[src/rtl/snk_pix_shift_seq.sv]
// Pixel-shift / line-buffer sequencer for the SNK-style video path.
// Optional horizontal flip support is enabled by defining SNK_PIX_FLIP_EN.
module snk_pix_shift_seq #(
    parameter int PIX_BITS   = 3,
    parameter int BANKS      = 2,
    parameter int LATCH_STEP = 3,
    parameter int CEN_EDGE   = 1
) (
    input  logic                     clk,
    input  logic                     Reset_n,
    input  logic                     Cen,
    input  logic                     line_start,
    input  logic                     hblank,
    input  logic                     flip,
    output logic [PIX_BITS-1:0]      pix_cnt,
    output logic                     load_n,
    output logic                     vlk,
    output logic                     shift_dir,
    output logic [$clog2(BANKS)-1:0] wr_bank,
    output logic [$clog2(BANKS)-1:0] rd_bank,
    output logic                     clr_we
);

    localparam int BW = $clog2(BANKS);

    logic                last_cen;
    logic                pend;
    logic                tick;
    logic                ls;
    logic [PIX_BITS-1:0] step;
    logic [PIX_BITS-1:0] step_next;
    logic [BW-1:0]       wr_inc;
    logic [BW-1:0]       rd_inc;

    // Edge mode blocks a tick on the first clk after reset via last_cen=1
    assign tick      = (CEN_EDGE != 0) ? (Cen & ~last_cen) : Cen;
    assign ls        = line_start | pend;
    assign step_next = step + 1'b1;
    assign wr_inc    = (wr_bank == BW'(BANKS - 1)) ? '0 : wr_bank + 1'b1;
    assign rd_inc    = (wr_inc == BW'(BANKS - 1)) ? '0 : wr_inc + 1'b1;

    always_ff @(posedge clk or negedge Reset_n) begin
        if (!Reset_n) begin
            last_cen <= 1'b1;
            pend     <= 1'b0;
            clr_we   <= 1'b0;
        end else begin
            last_cen <= Cen;
            clr_we   <= tick & ~hblank;
            if (tick)
                pend <= 1'b0;
            else if (line_start)
                pend <= 1'b1;
        end
    end

    always_ff @(posedge clk or negedge Reset_n) begin
        if (!Reset_n) begin
            step    <= '0;
            load_n  <= 1'b1;
            vlk     <= 1'b0;
            wr_bank <= '0;
            rd_bank <= BW'(1);
        end else if (tick) begin
            if (ls) begin
                step    <= '0;
                wr_bank <= wr_inc;
                rd_bank <= rd_inc;
                load_n  <= 1'b0;
                vlk     <= (LATCH_STEP == 0);
            end else begin
                step    <= step_next;
                load_n  <= ~(step_next == '0);
                vlk     <= (step_next == PIX_BITS'(LATCH_STEP));
            end
        end
    end

`ifdef SNK_PIX_FLIP_EN
    logic flip_q;

    // Flip is only honoured at a line boundary
    always_ff @(posedge clk or negedge Reset_n) begin
        if (!Reset_n)
            flip_q <= 1'b0;
        else if (tick && ls)
            flip_q <= flip;
    end

    assign pix_cnt   = flip_q ? ~step : step;
    assign shift_dir = flip_q;
`else
    logic flip_unused;

    assign flip_unused = flip;
    assign pix_cnt     = step;
    assign shift_dir   = 1'b0;
`endif

endmodule
[config.mk]
export PLATFORM = sky130hd
export DESIGN_NAME = snk_pix_shift_seq
export DESIGN_NICKNAME = d
export VERILOG_FILES = /design/src/rtl/snk_pix_shift_seq.sv
export SDC_FILE = /design/constraint.sdc
export NUM_CORES = 1
export LEC_CHECK = 0
export ABC_AREA = 1
export CORE_AREA = 5 5 42 44
export CTS_BUF_LIST = sky130_fd_sc_hd__clkbuf_8 sky130_fd_sc_hd__clkbuf_16
export DETAILED_ROUTE_END_ITERATION = 6
export DIE_AREA = 0 0 47 49
export PLACE_DENSITY = 0.74
export SETUP_SLACK_MARGIN = 0.05
export SYNTH_ARGS = -nofsm -noshare
export SYNTH_HDL_FRONTEND = slang
export SYNTH_SLANG_ARGS = --single-unit
[constraint.sdc]
create_clock -name clk -period 1.1 [get_ports clk]
set_clock_uncertainty 0.2 [all_clocks]
set_input_delay 0.33 -clock clk [delete_from_list [all_inputs] [get_ports clk]]
set_output_delay 0.33 -clock clk [all_outputs]
set_load 0.005 [all_outputs]
After elaboration in Yosys (flattened, before gate mapping)
Index checks and enable logic that the tools add are counted.

Logic and storage cells: 28. Output and inout bits: 9. Bits of input ports: 6. Flip-flop bits (word level): 10.

Equality and inequality tests: 1. Reductions and logical operators: 3. Muxes and demuxes: 7. Add/sub/neg operators: 3. Bitwise gates (word level): 6.

Operators with widths (number): two-way mux 1 bit (6); adder 3 x 1 -> 3 bit, second input constant (1); == test 3 x 2 -> 1 bit, second input constant (1); zero test 3 bit (1); two-way mux 3 bit (1); NOT 1 bit (3); adder 1 bit, second input constant (2); bitwise AND 1 bit (2); AND reduction 2 bit (1); nonzero test 2 bit (1); bitwise OR 1 bit (1).

Logic depth before layout (Yosys ltp)
Depth in word-level cells: 4. Depth in mapped cells: 6. Gate-level depth less buffers: 6.

Least setup slack after synthesis
Ideal clock, no wire load.

Path type: flip-flop to flip-flop. Start point: register step[0], in the netlist pix_cnt[0]. End point: register step[2], in the netlist pix_cnt[2]. Clock period less this slack: 1214 ps. Cell stages (with the launch flop): 7. Data required time: 824 ps. Arrival: 938 ps. Path slack: -114 ps. Path buffers: 0. Library setup time: 76 ps. Cell sequence: dfrtp_1 > ha_1 > inv_1 > nand2_1 > nand2_1 > nand2_1 > o21ai_1.

Longest elaborated chain between the ends: 2.

RTL lines: start, declared (RTL line 30) `logic [PIX_BITS-1:0] step;`; start signal, assigned (RTL line 72) `step <= step_next;`; adder 3 x 1 -> 3 bit (RTL line 38) `assign step_next = step + 1'b1;`; two-way mux 3 bit (RTL line 65) `if (ls) begin`.

Every way passes these cells. A chain may end at the register's enable or synchronous reset.

Worst setup path after layout
Start point: register load_n. End point: output load_n.

RTL lines: start, declared (RTL line 16) `output logic load_n,`; start signal, assigned (RTL line 73) `load_n <= ~(step_next == '0);`.

No word-level cell between the ends.

==> impl_metrics.py <==
metrics = {
    "logic_synthesis": {
        "synth.net_count": 65,
        "netlist.area_leader.share": 0.356,
        "syn_area_um2": 492,
        "yosysWarnings": 0,
        "synth.avg_cell_area_um2": 8.78,
        "synthCells": 56,
        "synth.distinct_cells": 15,
        "synth-seq-area-share": 0.517,
        "yosys.area.top_type": "dfrtp_1",
        "synth_seq_cells": 10,
        "synth_area_leaders": "dfrtp_1 36%, dfstp_2 16%, nand2_1 12%",
    },
    "routing": {
        "first_iter_violations": 5,
        "drc": 0,
        "detail_route.vias_per_cell": 4.35,
        "wl_um": 1010,
        "firstDrtPassIters": 4,
        "vias": 431,
        "ant_nets": 0,
        "post_drt_wl_per_cell_um": 10.2,
    },
    "place": {
        "dp.cells": 90,
        "placed_area_um2": 697,
        "dp_hpwl_um": 729,
        "port_buffers": 12,
        "post-place-ws_ns": -0.523,
        "gp_congestion": 0.744,
    },
    "timing": {
        "setup_viol": 15,
        "fmaxAchievable_mhz": 717,
        "setup_ws_ns": -0.294,
        "slew_violations": 0,
        "post-route-min-period_ns": 1.39,
        "rsz0062_at_grt": "true",
        "fin_crit_sh": 1.27,
        "hold_violations": 0,
    },
    "power_and_ir_drop": {
        "p_leak_uw": 0.000414,
        "internal_power_uw": 780,
        "peakVddDrop_uv": 993,
        "clockPowerShare": 0.368,
        "p_sw_frac": 0.256,
        "seqPwrFrac": 0.418,
        "p_switching_uw": 268,
        "p_comb_frac": 0.214,
        "powerDensity_nw_per_um2": 1330,
    },
    "finish": {
        "drive_gt1_frac": 0.518,
        "nFillCells": 144,
        "fin_nets": 93,
        "multiInputGateArea_um2": 236,
        "antennaDiodeCount": 0,
        "design_area_um2": 786,
        "fin_cells": 99,
        "syn2layout_area_growth_pct": 59.8,
        "fin_util": 0.561,
        "seqCellArea_um2": 254,
    },
    "setup_path": {
        "cpLargestDelayFamily": "flip-flops",
        "crit_path_end_kind": "output pin",
        "required_ns": 0.57,
        "cp_cell_sequence": "buf_2",
        "critical_path_class": "flip-flop to output pin",
        "cp.arrival_ns": 0.86,
        "cpPeakStageDelay_ns": 0.52,
        "slowest_stage": "dfstp_2",
        "cp.buffers_inverters": 1,
        "setup.worst_path.start_class": "flip-flop",
        "path_max_fanout": 2,
        "r2r_slack_ns": -0.15,
    },
    "grt": {
        "antenna_found_initial": 0,
        "grt_first_pass_wirelength_um": 1810,
        "grt_start_max_net_pins": 11,
        "grt.total_usage": 0.115,
        "grt_pass1_vias": 443,
        "grt_overflow": 0,
    },
    "job": {
        "max_cap_violations": 0,
    },
    "clocking": {
        "cts_root_buffer": "clkbuf_8",
        "htreeDepth": 1,
        "ctsHoldBuffers": 0,
        "clk_path_buf_depth": 2,
        "cts-buffers-inserted": 3,
        "insertion_delay_ns": 0.24,
        "cts.sinks": 10,
        "clkTransAtPathRegs_ns": 0.05,
        "cts_tree": "yes",
    },
    "die": {
        "dieArea_um2": 2300,
        "io_pins": 15,
        "die_height_um": 49,
        "std_cell_rows": 14,
        "core_area_um2": 1400,
        "start_util": 0.351,
        "die_w_um": 47,
    },
    "min_path": {
        "min_path_type": "input pin to flip-flop",
    },
    "run_status": {
        "outcome": "complete, but fails checks",
        "violations": "setup timing",
    },
}
routing by layer:
metal | share of wire | up-vias | track usage | wire length (um)
li1 | - | 221 | - | -
met1 | 0.41 | 195 | 0.123 | 412
met2 | 0.50 | 13 | 0.167 | 508
met3 | 0.081 | 2 | 0.0664 | 82
met4 | 0.0099 | 0 | 0.0691 | 10
met5 | 0 | - | 0 | 0
stage by stage:
step / total power (uW) / setup TNS, ns / hold WS, ns
after floorplan: 527 / -0.289 / -0.166
after global placement: 648 / -6.33 / 0.261
after detailed placement: 654 / -6.53 / 0.267
after CTS: 1060 / -2.28 / 0.199
after global routing: 1120 / -2.96 / 0.185
final: 1050 / -2.24 / 0.171
layout by cell type (no fill, tap or decap), types with 3 or more instances in the layout:
master     n
nand3_1    4
nor2_2     4
buf_4      7
buf_6      4
nand2_1   15
buf_2      8
dfrtp_1    7
dfstp_2    3
inv_1      6
clkbuf_8   3
nand2_2    3
inv_2      4
power by group through the flow:
stage               Clock [uW]  Combinational, uW  Sequential [uW]
floorplan                    0               71.2              456
global placement             0                204              444
detailed placement           0                209              445
CTS                        398                221              437
global route               432                248              443
finish                     386                224              438
cell families after synthesis:
kind of cell | count (synthesis) | synth area share
AND/OR/NAND/NOR | 28 | 0.260
buffers and inverters | 10 | 0.0840
flip-flops | 10 | 0.517
AO/OA/AOI/OAI | 4 | 0.0560
adder cells (fa/ha/maj) | 3 | 0.0763
other | 1 | 0.00763
path summary, 6_finish.rpt:
| path | end | cells past startpoint | from |
|---|---|---|---|
| max | load_n | 1 | load_n |
| min | last_cen | 1 | Cen |
| max reg2reg | pix_cnt[2] | 7 | pix_cnt[1] |
| min reg2reg | rd_bank | 2 | rd_bank |
| max in group asynchronous | rd_bank | 2 | Reset_n |
| min in group asynchronous | clr_we | 2 | Reset_n |
registers in the layout, summed over array words and instances (netlist names):
| signal | count |
|---|---|
| clr_we | 1 |
| last_cen | 1 |
| vlk | 1 |
| load_n | 1 |
| wr_bank | 1 |
| pend | 1 |
| rd_bank | 1 |
| pix_cnt | 3 |
layout make-up:
class	instances	share of cell area
Clock inverter	1	0.00478
Multi-Input combinational cell	36	0.301
Tap cell	16	0.0255
Inverter	9	0.0430
Timing Repair Buffer	24	0.250
Clock buffer	3	0.0525
Sequential cell	10	0.323
synthesized netlist by cell type:
library cell and count:
nor2_4 1, o21ai_2 2, nand2_1 16, o21ai_1 2
nor2_1 3, nand3_1 4, ha_1 3, dfstp_2 3
inv_2 1, nand2_2 3, inv_1 8, buf_4 1
dfrtp_1 7, conb_1 1, nor2_2 1
what timing repair did:
action,CTS,global route
pin swaps,6,0
gates cloned,0,0
hold endpoints to repair,0,0
resized for setup,42,4
buffers inserted,4,1
setup endpoints to repair,17,16
No activity file was read; power rests on OpenSTA's default activity.
